**config.mk**
```make
export PLATFORM = sky130hd
export DESIGN_NAME = lsu_mem_adapter
export DESIGN_NICKNAME = d
export VERILOG_FILES = /design/src/rtl/lsu_mem_adapter.sv
export SDC_FILE = /design/constraint.sdc
export NUM_CORES = 1
export LEC_CHECK = 0
export ABC_AREA = 1
export CORE_ASPECT_RATIO = 1.75
export CORE_MARGIN = 3
export CORE_UTILIZATION = 42
export CTS_CLUSTER_DIAMETER = 60
export DETAILED_ROUTE_END_ITERATION = 10
export PLACE_DENSITY = 0.78
export SETUP_SLACK_MARGIN = 0.5
export SLEW_MARGIN = 20
export SYNTH_ARGS = -nofsm -noshare
export SYNTH_HDL_FRONTEND = slang
export SYNTH_SLANG_ARGS = --single-unit
```
**constraint.sdc**
```tcl
create_clock -name clk -period 5.4 [get_ports clk]
set_input_delay 0.54 -clock clk [delete_from_list [all_inputs] [get_ports clk]]
set_output_delay 0.54 -clock clk [all_outputs]
set_load 0.02 [all_outputs]
```
**src/rtl/lsu_mem_adapter.sv**
```systemverilog
// -----------------------------------------------------------------------------
// lsu_mem_adapter
//
// Load/store unit that sits between the CPU execute stage and the AXI-Lite
// BRAM bridge. It handles one request at a time. For stores it builds the byte
// strobes and the lane-replicated write data. For loads it word-aligns the
// address, then extracts and sign/zero-extends the returned lane. This covers
// RV32I LB/LH/LW/LBU/LHU and SB/SH/SW.
//
// Parameters
//   TIMEOUT_CYCLES   : WAIT cycles allowed before the access is aborted with
//                      resp_err (1..65535)
//
// Ports
//   clk, reset       : system clock, asynchronous active-high reset
//   req_valid/ready  : request handshake with the execute stage (ready = IDLE)
//   req_we           : 1 = store, 0 = load
//   req_funct3       : RV32I funct3 (access size and signedness)
//   req_addr         : byte address
//   req_wdata        : store data (rs2)
//   resp_valid       : one-cycle completion pulse
//   resp_err         : illegal funct3, timeout, or misalignment (macro only)
//   resp_rdata       : extended load data, 0 for stores and errors
//   mem_strb         : byte strobes to the bridge (0 on loads)
//   mem_write_data   : lane-positioned store data
//   mem_write_addr   : word-aligned store address
//   mem_read_addr    : word-aligned load address
//   mem_write_enable : level, held for the whole of WAIT on stores
//   mem_read_enable  : level, held for the whole of WAIT on loads
//   mem_read_data    : word returned by the bridge
//   mem_done         : bridge completion pulse, read data valid in that cycle
//
// Configuration macro
//   MISALIGN_TRAP_EN : when defined, misaligned half/word accesses are refused
//                      with resp_err and no bus access. When undefined, the
//                      low address bits are ignored for the access size.
// -----------------------------------------------------------------------------
module lsu_mem_adapter #(
   parameter int unsigned TIMEOUT_CYCLES = 255
) (
   input  logic        clk,
   input  logic        reset,
   input  logic        req_valid,
   output logic        req_ready,
   input  logic        req_we,
   input  logic [2:0]  req_funct3,
   input  logic [31:0] req_addr,
   input  logic [31:0] req_wdata,
   output logic        resp_valid,
   output logic        resp_err,
   output logic [31:0] resp_rdata,
   output logic [3:0]  mem_strb,
   output logic [31:0] mem_write_data,
   output logic [31:0] mem_write_addr,
   output logic [31:0] mem_read_addr,
   output logic        mem_write_enable,
   output logic        mem_read_enable,
   input  logic [31:0] mem_read_data,
   input  logic        mem_done
);

   localparam logic [1:0] StIdle = 2'd0;
   localparam logic [1:0] StWait = 2'd1;
   localparam logic [1:0] StResp = 2'd2;

   // The counter runs 0..TIMEOUT_CYCLES-1 while in WAIT. Hitting the last
   // value without mem_done means TIMEOUT_CYCLES WAIT cycles have elapsed.
   localparam logic [15:0] TimeoutLast = 16'(TIMEOUT_CYCLES - 1);

   logic [1:0]  state_q,  state_d;
   logic        we_q,     we_d;
   logic [2:0]  funct3_q, funct3_d;
   logic [1:0]  off_q,    off_d;
   logic [31:0] addr_q,   addr_d;
   logic [31:0] wdata_q,  wdata_d;
   logic [3:0]  strb_q,   strb_d;
   logic        err_q,    err_d;
   logic [31:0] rdata_q,  rdata_d;
   logic [15:0] cnt_q,    cnt_d;

   logic        legalF3;
   logic        reqErr;
   logic [31:0] laneData;
   logic [3:0]  laneStrb;
   logic [4:0]  loadShift;
   logic [31:0] shiftedData;
   logic [31:0] loadData;
`ifdef MISALIGN_TRAP_EN
   logic        misaligned;
`endif

   // Decode the incoming request: check that funct3 is legal for the
   // direction, and build the store lanes. funct3[1:0] selects the size, so
   // byte uses the full offset, half uses only the halfword offset, and word
   // ignores the low address bits.
   always_comb begin
      legalF3 = 1'b0;
      if (req_we) begin
         legalF3 = (req_funct3 == 3'b000) || (req_funct3 == 3'b001) ||
                   (req_funct3 == 3'b010);
      end else begin
         legalF3 = (req_funct3 == 3'b000) || (req_funct3 == 3'b001) ||
                   (req_funct3 == 3'b010) || (req_funct3 == 3'b100) ||
                   (req_funct3 == 3'b101);
      end
`ifdef MISALIGN_TRAP_EN
      misaligned = ((req_funct3[1:0] == 2'b01) && req_addr[0]) ||
                   ((req_funct3[1:0] == 2'b10) && (req_addr[1:0] != 2'b00));
      reqErr     = !legalF3 || misaligned;
`else
      reqErr     = !legalF3;
`endif
      laneData = 32'h0;
      laneStrb = 4'b0000;
      if (req_we) begin
         case (req_funct3[1:0])
            2'b00: begin
               laneData = {4{req_wdata[7:0]}};
               laneStrb = 4'b0001 << req_addr[1:0];
            end
            2'b01: begin
               laneData = {2{req_wdata[15:0]}};
               laneStrb = 4'b0011 << {req_addr[1], 1'b0};
            end
            default: begin
               laneData = req_wdata;
               laneStrb = 4'b1111;
            end
         endcase
      end
   end

   // Load lane extraction from the bridge word, using the latched size and
   // offset. Half accesses shift by the halfword offset only, word accesses
   // never shift. The access is therefore well defined even when the
   // misalignment trap is disabled.
   always_comb begin
      case (funct3_q[1:0])
         2'b00:   loadShift = {off_q, 3'b000};
         2'b01:   loadShift = {off_q[1], 4'b0000};
         default: loadShift = 5'd0;
      endcase
      shiftedData = mem_read_data >> loadShift;
      case (funct3_q)
         3'b000:  loadData = {{24{shiftedData[7]}}, shiftedData[7:0]};
         3'b100:  loadData = {24'h0, shiftedData[7:0]};
         3'b001:  loadData = {{16{shiftedData[15]}}, shiftedData[15:0]};
         3'b101:  loadData = {16'h0, shiftedData[15:0]};
         default: loadData = shiftedData;
      endcase
   end

   // Next-state logic. IDLE latches an accepted request. An illegal request
   // skips straight to RESP, so no enable is ever raised for it. In WAIT,
   // mem_done has priority over the timeout. RESP always lasts one cycle, so
   // with IDLE the enables are guaranteed low for two cycles between
   // accesses.
   always_comb begin
      state_d  = state_q;
      we_d     = we_q;
      funct3_d = funct3_q;
      off_d    = off_q;
      addr_d   = addr_q;
      wdata_d  = wdata_q;
      strb_d   = strb_q;
      err_d    = err_q;
      rdata_d  = rdata_q;
      cnt_d    = cnt_q;
      case (state_q)
         StIdle: begin
            if (req_valid) begin
               we_d     = req_we;
               funct3_d = req_funct3;
               off_d    = req_addr[1:0];
               addr_d   = {req_addr[31:2], 2'b00};
               wdata_d  = laneData;
               strb_d   = laneStrb;
               rdata_d  = 32'h0;
               cnt_d    = 16'h0;
               err_d    = reqErr;
               state_d  = reqErr ? StResp : StWait;
            end
         end
         StWait: begin
            if (mem_done) begin
               rdata_d = we_q ? 32'h0 : loadData;
               err_d   = 1'b0;
               state_d = StResp;
            end else if (cnt_q == TimeoutLast) begin
               rdata_d = 32'h0;
               err_d   = 1'b1;
               state_d = StResp;
            end else begin
               cnt_d = cnt_q + 16'd1;
            end
         end
         StResp: begin
            state_d = StIdle;
         end
         default: begin
            state_d = StIdle;
         end
      endcase
   end

   // State registers. An asynchronous reset abandons any in-flight access.
   // The enables are decoded from state, so they drop as soon as reset is
   // asserted, and no response is issued for the abandoned request.
   always_ff @(posedge clk or posedge reset) begin
      if (reset) begin
         state_q  <= StIdle;
         we_q     <= 1'b0;
         funct3_q <= 3'b000;
         off_q    <= 2'b00;
         addr_q   <= 32'h0;
         wdata_q  <= 32'h0;
         strb_q   <= 4'b0000;
         err_q    <= 1'b0;
         rdata_q  <= 32'h0;
         cnt_q    <= 16'h0;
      end else begin
         state_q  <= state_d;
         we_q     <= we_d;
         funct3_q <= funct3_d;
         off_q    <= off_d;
         addr_q   <= addr_d;
         wdata_q  <= wdata_d;
         strb_q   <= strb_d;
         err_q    <= err_d;
         rdata_q  <= rdata_d;
         cnt_q    <= cnt_d;
      end
   end

   // Output decode. The bus signals come straight from registers that were
   // latched at accept, so they stay stable for the whole of WAIT. The
   // response fields are qualified with RESP so that they read 0 elsewhere.
   always_comb begin
      req_ready        = (state_q == StIdle);
      resp_valid       = (state_q == StResp);
      resp_err         = (state_q == StResp) && err_q;
      resp_rdata       = (state_q == StResp) ? rdata_q : 32'h0;
      mem_write_enable = (state_q == StWait) && we_q;
      mem_read_enable  = (state_q == StWait) && !we_q;
      mem_strb         = strb_q;
      mem_write_data   = wdata_q;
      mem_write_addr   = addr_q;
      mem_read_addr    = addr_q;
   end

endmodule

```
; ---- Word level (Yosys, flattened, before mapping)
; Cells that the tools add are included.
[totals]
regBits = 123
in_bits = 104
output_inout_bits = 137
word_cells = 75
[op_classes]
addsub = 1
n_eq_ne = 16
shifts = 3
n_mux = 26
reduce_logical = 19
[ops]
columns = cell, count
row1 = $mux 32, 6
row2 = $pmux 32 s2, 2
row3 = $pmux 32 s4, 1
row4 = $mux 16, 3
row5 = $pmux 16 s2, 1
row6 = $shr 32x5->32, 1
row7 = $add 16x1->16 const B, 1
row8 = $eq 16x8->1 const B, 1
row9 = $eq 3x3->1 const B, 4
row10 = $pmux 5 s2, 1
row11 = $mux 2, 4
row12 = $pmux 4 s2, 1
row13 = $eq 2x1->1 const B, 3
row14 = $eq 3x1->1 const B, 2
row15 = $logic_not 2->1, 3
row16 = $logic_not 3->1, 2
row17 = $ne 2x2->1 const B, 3
row18 = $logic_or 1x1->1, 4
row19 = $mux 1, 4
row20 = $mux 4, 1
row21 = $pmux 2 s2, 1
row22 = $reduce_and 2->1, 2
row23 = $reduce_and 4->1, 1
row24 = $shl 1x2->4 const A, 1
row25 = other kinds (9), 12

; ---- Logic depth before layout (Yosys ltp)
; Gate-level depths: netlist of run 1.
[logic_depth]
ltp_word = 9
ltp_mapped = 11
depth_no_buf = 9

; ---- Least setup slack after synthesis of run 1
; Ideal clock, no wire load.
[synth_path]
path_type = reg2out
start = reg state_q[0]
end = out resp_rdata[10]
t_arrival_ps = 1407
t_required_ps = 4860
setup_slack_ps = 3453
stages_incl_launch_ff = 5
path_buffers = 1
cell_sequence = dfrtp_1 > nor2_1 > inv_1 > buf_1 > nor2_1
[synth_via]
elab_chain_cells = 2
[synth_lines]
columns = element, line_no
row1 = start: declaration, 70  ; logic [1:0] state_q, state_d;
row2 = start signal: assignment, 211  ; state_q <= StIdle;
row3 = start signal: assignment, 222  ; state_q <= state_d;
row4 = $eq 2x2->1, -
row5 = net resp_valid, 49  ; output logic resp_valid,
row6 = $mux 32, 242  ; resp_rdata = (state_q == StResp) ? rdata_q : 32'h0;
row7 = end: declaration, 51  ; output logic [31:0] resp_rdata,
; The timed path passes the listed nets, and every way through them passes these cells.

; ---- Worst setup path in the final report of run 1
[layout_path]
start = reg state_q[1]
end = out resp_rdata[8]
[layout_via]
elab_chain_cells = 2
[layout_lines]
columns = element, line_no
row1 = $eq 2x2->1, 242
row2 = $mux 32, 242
; No other way between the ends.

==> results.py, run 1 <==
metrics = {
    "worst_setup_path": {
        "crit_arrival_ns": 2.46,
        "cp_slowest_cell": "inv_1",
        "timing.rr.end": "err_q",
        "path_max_fanout": 33,
        "worst-path-buf-inv": 3,
        "crit_type": "flop to output pin",
        "cp_top_family": "buffers and inverters",
        "start_kind": "flop",
        "regToRegStartpoint": "state_q[1]",
        "end_kind": "output pin",
        "cp.required_ns": 4.86,
        "cp_slowest_stage_delay_ns": 0.77,
        "crit_chain": "inv_1, nor2_1, inv_1, nor2_1, clkdlybuf4s50_1",
        "r2r_cells": 7,
        "r2r_slack_ns": 2.82,
    },
    "cells_and_area": {
        "finalNetCount": 1200,
        "layout-drive-gt1-share_pct": 7.78,
        "instances_no_fill": 1297,
        "nFillCells": 1440,
        "multi_input_area_sq_um": 2970,
        "seqCellArea_sq_um": 3080,
        "area_growth_pct": 39.6,
    },
    "die": {
        "die_x_um": 102,
        "io_pins": 241,
        "rows": 61,
        "initial_core_util_pct": 42.8,
        "design.die.area_sq_um": 17900,
        "core_area_sq_um": 16000,
        "die_y_um": 175,
    },
    "synth": {
        "synthSimpleGateAreaFrac_pct": 31.9,
        "synthTopCellsByCount": "nand2_1, dfrtp_1, nor2_1",
        "syn_area_per_cell_sq_um": 7.49,
        "synth-seq-cells": 123,
        "synth_edf_count": 0,
        "synth_compound_area_share_pct": 10.6,
        "synth.distinct_cells": 32,
        "synth_cells": 912,
        "synth_top_cell_area_share_pct": 45.0,
        "yosysMostFrequentCell": "nand2_1",
        "ys.flop_type": "dfrtp_1",
        "netlist_top_cells_area": "dfrtp_1, nand2_1, o21ai_0, nor2_1, inv_1",
        "synth-xor-area-share_pct": 0.256,
        "synth_top_family_by_area": "simple AND/OR/NAND/NOR gates",
        "yosys.area_share.adder_pct": 0.366,
        "synthMuxAreaShare_pct": 0,
        "ys_warn_count": 0,
        "syn_area_sq_um": 6830,
        "synth_top_cell_by_area": "dfrtp_1",
        "synthArstFlopShare_pct": 100,
        "synth_seq_area_share_pct": 45.0,
    },
    "timing": {
        "tns_ns": 0,
        "period_needed_ns": 3.00,
        "fin_worst_skew_ns": 0.0121,
        "worst_slew_pin_slew_ns": 1.07,
        "slew_viol_final": 0,
        "rsz0062_at_grt": "no",
        "hold_ws_ns": 0.456,
        "setup_viol": 0,
        "fmax_mhz": 333,
        "hold_viol_final": 0,
        "slew_headroom_pct": 28.3,
        "finalCritPeriodShare_pct": 55.6,
    },
    "clocking": {
        "cts_setup_buffers": 0,
        "ctsHoldBuffers": 0,
        "cts_root_buf": "clkbuf_16",
        "clk_pin_slew_ns": 0.06,
        "cts_tree": "built",
        "insertion_delay_ns": 0.41,
        "clock_path_buffers": 2,
        "cts.repair.resized": 0,
        "cts_num_sinks": 123,
        "cts_inserted_buffers": 17,
        "h-tree-depth": 4,
    },
    "grt": {
        "grt_max_degree": 105,
        "gr-usage-all-layers_pct": 23.6,
        "antenna_found_initial": 2,
        "gr-total-overflow": 0,
        "grt_pass1_vias": 6584,
        "grt_pass1_wl_um": 33300,
    },
    "detailed_routing": {
        "first_pass_iters": 6,
        "remaining_drc_errors": 0,
        "via_count": 6763,
        "drt_iter0_markers": 415,
        "wl_um": 20800,
        "detail-route-antenna-nets": 0,
        "routed_via_density": 5.21,
        "wl_per_cell_um": 16.1,
    },
    "place": {
        "dp_hpwl_um": 15200,
        "io_buffers": 236,
        "gp_congestion": 0.946,
        "placed_cells_incl_taps": 1264,
    },
    "power_and_ir_drop": {
        "p_leak_nw": 4.44,
        "power_density_nw_per_um2": 421,
        "ir_drop_mv": 0.318,
    },
    "hold_path": {
        "hold_path.class": "primary input to asynchronous set/reset pin",
    },
    "run_status": {
        "run_status": "finished clean",
    },
    "run": {
        "drv_cap": 0,
    },
}
[per-layer routing]
metal	GRT usage, %	share of wire, %	vias to the layer above
li1	-	-	3244
met1	28.7	38	3144
met2	39.4	52	317
met3	4.99	6.7	58
met4	10.5	3.9	0
met5	0	0	-
[where the power goes]
group | switching [mW] | total, mW | internal [mW]
logic | 0.956 | 1.63 | 0.675
registers | 0.191 | 1.34 | 1.15
clock network | 0.421 | 1.05 | 0.630
[stage by stage]
step	instance area [sq um]	total power, mW	util, %	worst slack, ns
floorplan	6850	2.36	-	1.59
global placement	8980	2.96	56.3	2.39
global route	9540	4.24	59.8	2.24
CTS	9530	4.05	59.7	2.36
detailed placement	8980	2.98	56.3	2.36
finish	9540	4.02	59.8	2.40
[flip-flops by register name, summed over array words and instances, names as in the netlist]
| register | count |
|---|---|
| off_q | 2 |
| funct3_q | 3 |
| rdata_q | 32 |
| err_q | 1 |
| mem_strb | 4 |
| mem_write_data | 32 |
| state_q | 2 |
| mem_read_addr | 30 |
| we_q | 1 |
| cnt_q | 16 |
[worst reg2reg max path, delay by kind of cell, from the launching register on]
family          cells  cell delay, ns
buf+inv             2            0.51
simple gates        4            1.46
compound gates      1            0.14
flops               1            0.39
[placed cells by master, fill, tap and decap left out, types with 2 or more instances in the layout]
cell,count
clkinv_4,4
inv_1,75
buf_4,3
o21ai_2,4
dfrtp_1,123
clkbuf_16,17
nand3_4,2
clkinv_2,3
nand2_2,13
nand3_2,3
nor2_2,2
inv_2,7
nor3_1,8
diode_2,2
nor2_1,77
nand2_1,279
clkdlybuf4s50_1,236
o21ai_1,26
nand3_1,49
a21oi_1,27
nand2_4,13
conb_1,4
nand4_1,34
clkinvlp_4,5
o21bai_1,2
or2_2,5
o211ai_1,4
xor2_1,2
ha_1,2
o21ai_0,72
[how the worst max path moves through the flow]
| stage | cells past startpoint | end | start |
|---|---|---|---|
| finish | 5 | resp_rdata[8] | state_q[1] |
| global route | 5 | resp_rdata[8] | state_q[1] |
| CTS | 5 | resp_rdata[8] | state_q[1] |
| detailed placement | 7 | err_q | req_funct3[1] |
| global placement | 7 | err_q | req_funct3[1] |
| floorplan | 1 | cnt_q[0] | reset |
[cell families (layout without fill, tap and decap cells)]
kind of cell    count (synthesis)  after routing
compound gates                136            136
buf+inv                       162            353
fa+ha+maj                       2              2
other cells                     1              6
xor+xnor                        2              2
flops                         123            123
simple gates                  486            486
[final cells by class]
type	instances	area share (%)
diodes	2	0.0525
clock buffers	17	4.46
clock inverters	14	1.32
inverters	83	3.29
multi-input cells	630	31.1
flip-flops and latches	123	32.3
well taps	189	2.48
repair buffers	239	25.0
Note: power is estimated with default switching activity, not from simulation.
==> inputs of run 2 (changes only) <==
--- a/config.mk
+++ b/config.mk
@@ -8,10 +8,10 @@
 export ABC_AREA = 1
 export CORE_ASPECT_RATIO = 1.75
 export CORE_MARGIN = 3
-export CORE_UTILIZATION = 42
+export CORE_UTILIZATION = 41
 export CTS_CLUSTER_DIAMETER = 60
 export DETAILED_ROUTE_END_ITERATION = 10
-export PLACE_DENSITY = 0.78
+export PLACE_DENSITY = 0.8
 export SETUP_SLACK_MARGIN = 0.5
 export SLEW_MARGIN = 20
 export SYNTH_ARGS = -nofsm -noshare
==> constraint.sdc (replaced) <==
create_clock -name clk -period 2.71 [get_ports clk]
set_input_delay 0.271 -clock clk [delete_from_list [all_inputs] [get_ports clk]]
set_output_delay 0.271 -clock clk [all_outputs]
set_load 0.02 [all_outputs]
==> results.py, run 2 (synthesized netlist as in run 1, its figures left out) <==
metrics = {
    "run_status": {
        "run_status": "finished clean",
    },
    "die": {
        "die_y_um": 177,
        "design.die.area_sq_um": 18300,
        "rows": 61,
        "io_pins": 241,
        "die_x_um": 104,
        "initial_core_util_pct": 42.4,
        "core_area_sq_um": 16100,
    },
    "timing": {
        "fin_ws_ns": 0.651,
        "tns_ns": 0,
        "slew_viol_final": 0,
        "slew_headroom_pct": 47.4,
        "fin_worst_skew_ns": 0.0119,
        "hold_ws_ns": 0.340,
        "worst_slew_pin_slew_ns": 0.787,
        "setup_viol": 0,
        "period_needed_ns": 2.06,
        "finalCritPeriodShare_pct": 76.0,
        "rsz0062_at_grt": "yes",
        "fmax_mhz": 486,
        "hold_viol_final": 0,
    },
    "worst_setup_path": {
        "path_max_fanout": 14,
        "cp_slowest_cell": "dfrtp_1",
        "crit_chain": "inv_1, nor2_4, clkinvlp_4, buf_4, nor2_1, dlygate4sd2_1",
        "regToRegStartpoint": "state_q[1]",
        "r2r_cells": 9,
        "timing.rr.end": "rdata_q[21]",
        "cp_slowest_stage_delay_ns": 0.37,
        "crit_arrival_ns": 1.79,
        "r2r_slack_ns": 0.67,
        "cp.required_ns": 2.44,
        "crit_type": "flop to output pin",
        "end_kind": "output pin",
        "start_kind": "flop",
    },
    "detailed_routing": {
        "wl_per_cell_um": 15.9,
        "drt_iter0_markers": 460,
        "first_pass_iters": 6,
        "via_count": 6660,
        "wl_um": 21400,
        "remaining_drc_errors": 0,
        "routed_via_density": 4.95,
        "detail-route-antenna-nets": 0,
    },
    "cells_and_area": {
        "layout-drive-gt1-share_pct": 9.60,
        "instances_no_fill": 1345,
        "area_growth_pct": 43.5,
        "postLayoutCoreUtil_pct": 60.9,
        "stdcell_area_sq_um": 9800,
        "layout_commonest_cell": "nand2_1",
        "nFillCells": 1402,
        "final_cell_mix": "nand2_1, clkdlybuf4s50_1, dfrtp_1, nor2_1, inv_1",
        "finalNetCount": 1218,
        "diodes": 0,
    },
    "clocking": {
        "cts_inserted_buffers": 17,
        "clk_pin_slew_ns": 0.06,
        "insertion_delay_ns": 0.41,
        "h-tree-depth": 4,
        "cts_tree": "built",
        "cts_root_buf": "clkbuf_16",
        "cts_num_sinks": 123,
        "ctsHoldBuffers": 0,
        "clock_path_buffers": 2,
    },
    "run": {
        "drv_cap": 0,
    },
    "power_and_ir_drop": {
        "p_leak_nw": 4.76,
        "power_density_nw_per_um2": 852,
        "p_total_mw": 8.35,
        "ir_drop_mv": 0.514,
    },
    "place": {
        "post_dp_cell_area_sq_um": 9120,
        "io_buffers": 236,
        "placed_cells_incl_taps": 1305,
        "dp_hpwl_um": 15700,
        "gp_congestion": 0.923,
        "pre_cts_slack_ns": 0.466,
    },
    "grt": {
        "antenna_found_initial": 0,
        "grt_pass1_vias": 6582,
        "grt_pass1_wl_um": 34100,
        "gr-usage-all-layers_pct": 23.1,
        "grt_max_degree": 52,
        "gr-total-overflow": 0,
    },
    "hold_path": {
        "hold_path.class": "primary input to asynchronous set/reset pin",
    },
}
[run 2: what timing repair did]
action,CTS,global route
endpoints found under the setup margin,47,28
cloned,1,1
resized for setup,37,7
endpoints found under the hold margin,0,0
buffers inserted,6,0
[run 2: worst max-delay path, delay by kind of cell (launching register included)]
family	cells	cell delay (ns)
flops	1	0.37
buf+inv	4	0.74
simple gates	2	0.28
[run 2: report_power, final]
group,total [mW],switching (mW),internal (mW)
clock,2.33,0.897,1.43
combinational,3.37,1.94,1.43
sequential,2.65,0.369,2.29
[run 2: cell type report]
type | count | area [sq um] | share of cell area [%]
Clock inverter | 13 | 155 | 1.58
Timing Repair inverter | 2 | 15.0 | 0.153
Timing Repair Buffer | 255 | 2520 | 25.7
Tap cell | 220 | 275 | 2.81
Inverter | 83 | 323 | 3.29
Sequential cell | 123 | 3080 | 31.4
Clock buffer | 19 | 453 | 4.62
Multi-Input combinational cell | 630 | 2980 | 30.4
[run 2: worst max-delay path by stage]
stage	from	endpoint	slack, ns	cells past startpoint
2_1_floorplan	reset	cnt_q[0]	0.93	1
3_3_place_gp	state_q[1]	resp_rdata[4]	0.54	5
3_5_place_dp	state_q[1]	resp_rdata[1]	0.47	5
4_1_cts	state_q[1]	mem_write_enable	0.49	4
5_1_grt	state_q[1]	rdata_q[21]	0.43	9
6_report	state_q[1]	resp_rdata[1]	0.65	6
[run 2: per-layer routing]
metal	GRT usage (%)	routed length, um	vias up
met2	43.1	11500	228
met3	4.09	1120	30
met1	26.4	8230	3121
met4	8.04	459	0
li1	-	-	3281
met5	0	0	-
